==> config.mk <==
export PLATFORM = sky130hd
export DESIGN_NAME = seq_detect_prog
export DESIGN_NICKNAME = d
export VERILOG_FILES = /design/src/rtl/seq_detect_prog.sv
export SDC_FILE = /design/constraint.sdc
export NUM_CORES = 1
export LEC_CHECK = 0
export CAP_MARGIN = 10
export CORE_UTILIZATION = 54
export CTS_CLUSTER_SIZE = 10
export DETAILED_ROUTE_END_ITERATION = 6
export PLACE_DENSITY = 0.83
export SYNTH_ARGS = -nofsm -noshare
export SYNTH_HDL_FRONTEND = slang
export SYNTH_SLANG_ARGS = --single-unit
==> constraint.sdc <==
create_clock -name clk -period 3.75 [get_ports clk]
set_input_delay 0.75 -clock clk [delete_from_list [all_inputs] [get_ports clk]]
set_output_delay 0.75 -clock clk [all_outputs]
set_load 0.01 [all_outputs]
==> src/rtl/seq_detect_prog.sv <==
// seq_detect_prog: programmable serial pattern detector; the match counter exists only when SEQDET_CNT_EN is defined
module seq_detect_prog #(
  parameter int MAX_LEN = 8,
  parameter logic [MAX_LEN-1:0] DEF_PAT = MAX_LEN'('b0010_1101),
  parameter int DEF_LEN = 6,
  parameter int CNT_W = 8,
  localparam int LW = $clog2(MAX_LEN) + 1
)(
  input  logic               clk,
  input  logic               rst,
  input  logic               en,
  input  logic               x,
  input  logic               ovl,
  input  logic               load,
  input  logic [MAX_LEN-1:0] pat_in,
  input  logic [LW-1:0]      len_in,
  output logic               y,
  output logic [CNT_W-1:0]   match_cnt
);
  logic [MAX_LEN-1:0] pat_q, pat_d, win, mask;
  logic [MAX_LEN-2:0] hist_q, hist_d;
  logic [LW-1:0]      len_q, len_d, fill_q, fill_d, len_c;
  logic               full;
  // match window is history plus the live bit; fill gates it until len-1 fresh bits are held
  always_comb begin
    win    = {hist_q, x};
    mask   = {MAX_LEN{1'b1}} >> (LW'(MAX_LEN) - len_q);
    full   = fill_q == len_q - LW'(1);
    y      = rst & en & ~load & full & (((win ^ pat_q) & mask) == '0);
    len_c  = (len_in == '0) ? LW'(1) : (len_in > LW'(MAX_LEN)) ? LW'(MAX_LEN) : len_in;
    pat_d  = load ? pat_in : pat_q;
    len_d  = load ? len_c : len_q;
    hist_d = (en & ~load) ? win[MAX_LEN-2:0] : hist_q;
    fill_d = load ? '0 : ~en ? fill_q : (y & ~ovl) ? '0 : full ? fill_q : fill_q + LW'(1);
  end
  // detector state registers
  always_ff @(posedge clk or negedge rst) begin
    if (!rst) begin
      pat_q  <= DEF_PAT;
      len_q  <= LW'(DEF_LEN);
      hist_q <= '0;
      fill_q <= '0;
    end else begin
      pat_q  <= pat_d;
      len_q  <= len_d;
      hist_q <= hist_d;
      fill_q <= fill_d;
    end
  end
`ifdef SEQDET_CNT_EN
  logic [CNT_W-1:0] cnt_q, cnt_d;
  // saturating match count, cleared by a pattern load
  always_comb cnt_d = load ? '0 : (y && cnt_q != '1) ? cnt_q + CNT_W'(1) : cnt_q;
  // match counter register
  always_ff @(posedge clk or negedge rst) begin
    if (!rst) cnt_q <= '0;
    else cnt_q <= cnt_d;
  end
  assign match_cnt = cnt_q;
`else
  assign match_cnt = '0;
`endif
endmodule

# After elaboration in Yosys (flattened, before gate mapping)
# Cells that the tools add are included.
dict set report totals {
  out_inout_bits 9
  wordCells 31
  reg_bits 23
}
dict set report classes {
  shift 1
  mux 6
  bitwise_logic 10
  eq_ne 2
  add_sub_neg 3
  reduce_logical 4
  order_cmp 1
}
# cell n
set ops {}
lappend ops {{$mux 4} 6}
lappend ops {{$and 8x8->8} 1}
lappend ops {{$logic_not 8->1} 1}
lappend ops {{$shr 8x4->8 const A} 1}
lappend ops {{$xor 8x8->8} 1}
lappend ops {{$and 1x1->1} 6}
lappend ops {{$add 4x1->4 const B} 1}
lappend ops {{$eq 4x4->1} 1}
lappend ops {{$gt 4x4->1 const B} 1}
lappend ops {{$logic_not 4->1} 1}
lappend ops {{$sub 4x1->4 const B} 1}
lappend ops {{$sub 4x4->4 const A} 1}
lappend ops {{$ne 3x2->1 const B} 1}
lappend ops {{$not 1->1} 2}
lappend ops {{$reduce_and 2->1} 1}
lappend ops {{$reduce_bool 2->1} 1}

# Longest topological paths before layout
dict set report logic_depth {
  ltp_word 9
  depth_mapped 8
}

# Worst setup path after synthesis
# OpenSTA, ideal clock, no wires.
dict set report synth_path {
  path_type {reg-to-output}
  from {reg len_q[1]}
  to {out y}
  stages_incl_launch_ff 8
  slack_ns 0.884
  arrival_ns 2.116
  path_cell_list {dfstp_2 -> inv_1 -> ha_1 -> xor2_1 -> xnor2_1 -> nand4_2 -> or4b_4 -> nor2_1}
}
dict set report synth_between {
  elab_chain_cells 5
}
# element line_no
set synth_lines {}
lappend synth_lines {{start, declared} 22} ;# logic [LW-1:0] len_q, len_d, fill_q, fill_d, len_c;
lappend synth_lines {{start signal, assigned} 40} ;# len_q <= LW'(DEF_LEN);
lappend synth_lines {{start signal, assigned} 45} ;# len_q <= len_d;
lappend synth_lines {{$sub 4x4->4} 27} ;# mask = {MAX_LEN{1'b1}} >> (LW'(MAX_LEN) - len_q);
lappend synth_lines {{$shr 8x4->8} 27}
lappend synth_lines {{$and 8x8->8} 29} ;# y = rst & en & ~load & full & (((win ^ pat_q) & mask) == '0);
lappend synth_lines {{$logic_not 8->1} 29}
lappend synth_lines {{$and 1x1->1 *} 29}
lappend synth_lines {{end, declared} 17} ;# output logic y,
# Every way passes the cells marked *; elsewhere a longest branch is shown, timed or not.

# Worst setup path in the final report
# Ends and elaborated chain as after synthesis.

==> flow_metrics.tcl <==
set metrics [dict create \
    outcome "finished, final reports clean" \
    area_growth_pct 17.8 \
    crit_path_start_kind "flop" \
    totalNegativeSetupSlack_ps 0 \
    ys_seq_area_share_pct 43.6 \
    synthCells 122 \
    grt_util_all_layers_pct 22.0 \
    required_ps 3000 \
    rrSetupSlack_ps 1270 \
    hold_path_depth 2 \
    fin_nets 167 \
    post-route-min-period_ps 3320 \
    maxCapViolations 0 \
    gp_congestion 0.803 \
    htree_num_levels 1 \
    rsz0062_at_grt "no" \
    io_buffer_count 18 \
    grt_pass1_wl_mm 4.22 \
    cts_sinks 23 \
    rows 17 \
    drtIter0Drc 17 \
    grt_pass1_vias 961 \
    wl_per_cell_microns 14.2 \
    firstDrtPassIters 4 \
    timing.hold.ws_ps 523 \
    dp.final_hpwl_mm 1.91 \
    viasPerCell 5.52 \
    postSynthAreaPerCell_sq_um 11.0 \
    finClkSkew_ps 2.67 \
    cp.arrival_ps 2570 \
    irDropWorstVdd_mv 0.308 \
    hold_violations 0 \
    power.density_nw_per_um2 398 \
    cts_root_buf "clkbuf_4" \
    ant_nets 0 \
    die_w_microns 51.7 \
    gr-total-overflow 0 \
    ios 27 \
    hold_start "len_q[2]" \
    cts_tree "yes" \
    holdPathEnd "len_q[2]" \
    worstSkewPairLatency_ps 310 \
    drcViolationCount 0 \
    antenna_found_initial 0 \
    yosysWarningCount 0 \
    diodes 0 \
    wl_mm 2.45 \
    timing.rr.start "len_q[1]" \
    critPathMaxFanout 5 \
    dieArea_sq_um 2680 \
    end_kind "output pin" \
    r2r_cells 8 \
    hp-class "flop to flop" \
    start_util_pct 58.7 \
    drive_gt1_share_pct 24.3 \
    worstSetupPathType "flop to output pin" \
    p_leak_nw 0.716 \
    setup_viol 0 \
    synth.distinct_cells 34 \
    fmax_ghz 0.301 \
    r2r-end "fill_q[2]" \
    fp.dieH_microns 51.7 \
    finalCritPeriodShare_pct 88.6 \
    synth-seq-cells 23 \
    slew_viol_final 0 \
    core_sq_um 2280 \
    vias 950 \
    clk_pin_slew_ps 120 \
    grt_max_degree 24 \
    synth_area_sq_um 1340 \
    clockBufferDepth 2 \
    numCtsBuffers 3 \
]
## through the flow
| stage | utilization, % | power [W] | cell area [sq um] | worst slack [ps] | instances |
|---|---|---|---|---|---|
| 6_report | 69.2 | 0.000626 | 1570 | 428 | 172 |
| 5_1_grt | 69.2 | 0.000668 | 1570 | 299 | 172 |
| 4_1_cts | 69.0 | 0.000635 | 1570 | 68.5 | 172 |
| 3_5_place_dp | 67.2 | 0.000515 | 1530 | 224 | 167 |
| 3_3_place_gp | 67.2 | 0.000506 | 1530 | 354 | 167 |
| 2_1_floorplan | - | 0.000462 | 1360 | 884 | 129 |
## layout make-up
class / count / area (sq um)
Timing Repair Buffer: 22 / 213
Inverter: 8 / 30.0
Sequential cell: 23 / 583
Clock inverter: 1 / 5.00
Fill cell: 177 / 702
Tap cell: 28 / 35.0
Clock buffer: 3 / 22.5
Multi-Input combinational cell: 87 / 686
## where the power goes
part           internal [W]  total [W]  switching [W]
registers          0.000296   0.000334      0.0000376
logic             0.0000978   0.000178      0.0000805
clock network     0.0000399   0.000114      0.0000745
total              0.000434   0.000626       0.000193
## state kept, by name, summed over array words and instances (netlist names)
register and count:
pat_q 8, fill_q 4, hist_q 7, len_q 4
## worst max-delay path by stage
stage | from | to | slack (ps) | depth (start not counted)
after floorplan | len_q[1] | y | 880 | 7
after global placement | len_q[1] | y | 350 | 8
after detailed placement | len_q[1] | y | 220 | 8
after CTS | len_q[1] | y | 70 | 8
after global routing | len_q[1] | y | 300 | 8
final | len_q[1] | y | 430 | 8
## cells in the final DEF, fill, tap and decap left out, types with 2 or more instances in the layout
cell type,count
xnor2_1,4
nand3b_1,2
mux2_2,16
buf_4,4
a21oi_1,4
nor2_1,6
inv_1,8
o31ai_1,2
xor2_1,10
dfrtp_1,17
conb_1,8
nand2_1,3
dfstp_2,6
o21ai_0,6
a21boi_0,2
nand2b_1,3
ha_1,4
clkbuf_4,3
clkdlybuf4s50_1,17
## routing by layer
metal | share of wire [%] | GRT usage [%] | up-vias
met4 | 1.6 | 10.8 | 0
met3 | 3.7 | 3.80 | 4
met2 | 55 | 40.5 | 33
met5 | 0 | 0 | -
li1 | - | - | 451
met1 | 40 | 24.2 | 462
## synthesized netlist by cell type (all sizes together)
library cell / instances / area [sq um]
dfstp: 6 / 158
a21boi: 2 / 15.0
and3: 1 / 6.26
o31ai: 2 / 15.0
or4b: 1 / 13.8
a22oi: 1 / 7.51
xor2: 11 / 96.3
a21o: 1 / 7.51
o21ai: 6 / 30.0
nand3: 1 / 5.00
nand2: 3 / 11.3
o221ai: 1 / 8.76
inv: 8 / 30.0
o211ai: 1 / 7.51
a2bb2oi: 1 / 8.76
o21a: 1 / 7.51
clkbuf: 3 / 11.3
dfrtp: 17 / 425
o22ai: 1 / 6.26
nand3b: 2 / 15.0
mux2: 16 / 180
mux2i: 1 / 10.0
buf: 8 / 60.1
xnor2: 4 / 35.0
nor3: 3 / 31.3
conb: 1 / 3.75
ha: 4 / 50.1
nor2: 6 / 22.5
a21oi: 4 / 20.0
nand4: 2 / 18.8
nand2b: 3 / 18.8
## worst max-delay path, cell delays in order, from the launching register on
cell,delay [ps]
dfstp_2,560
inv_1,70
ha_1,220
xor2_2,270
xnor2_1,180
nand4_2,110
or4b_4,570
nor2_1,120
dlymetal6s2s_1,160
## cell families (layout without fill, tap and decap cells)
kind of cell | count (synthesis) | in the layout | synth area share [%]
and+or+nand+nor | 22 | 22 | 10.7
DFF | 23 | 23 | 43.6
xor gates and xnor gates | 15 | 15 | 9.83
other | 1 | 8 | 0.281
adders and majority gates | 4 | 4 | 3.75
buffers and inverters | 19 | 34 | 7.58
AOI/OAI and AO/OA | 21 | 21 | 10.0
muxes | 17 | 17 | 14.2
## repair_timing
item,in CTS,in global routing
gates resized for setup,1,1
buffers inserted,1,0
setup endpoints to repair,1,1
pin swaps,0,1
hold buffers,0,0
Power figures use the tool's default switching activity.
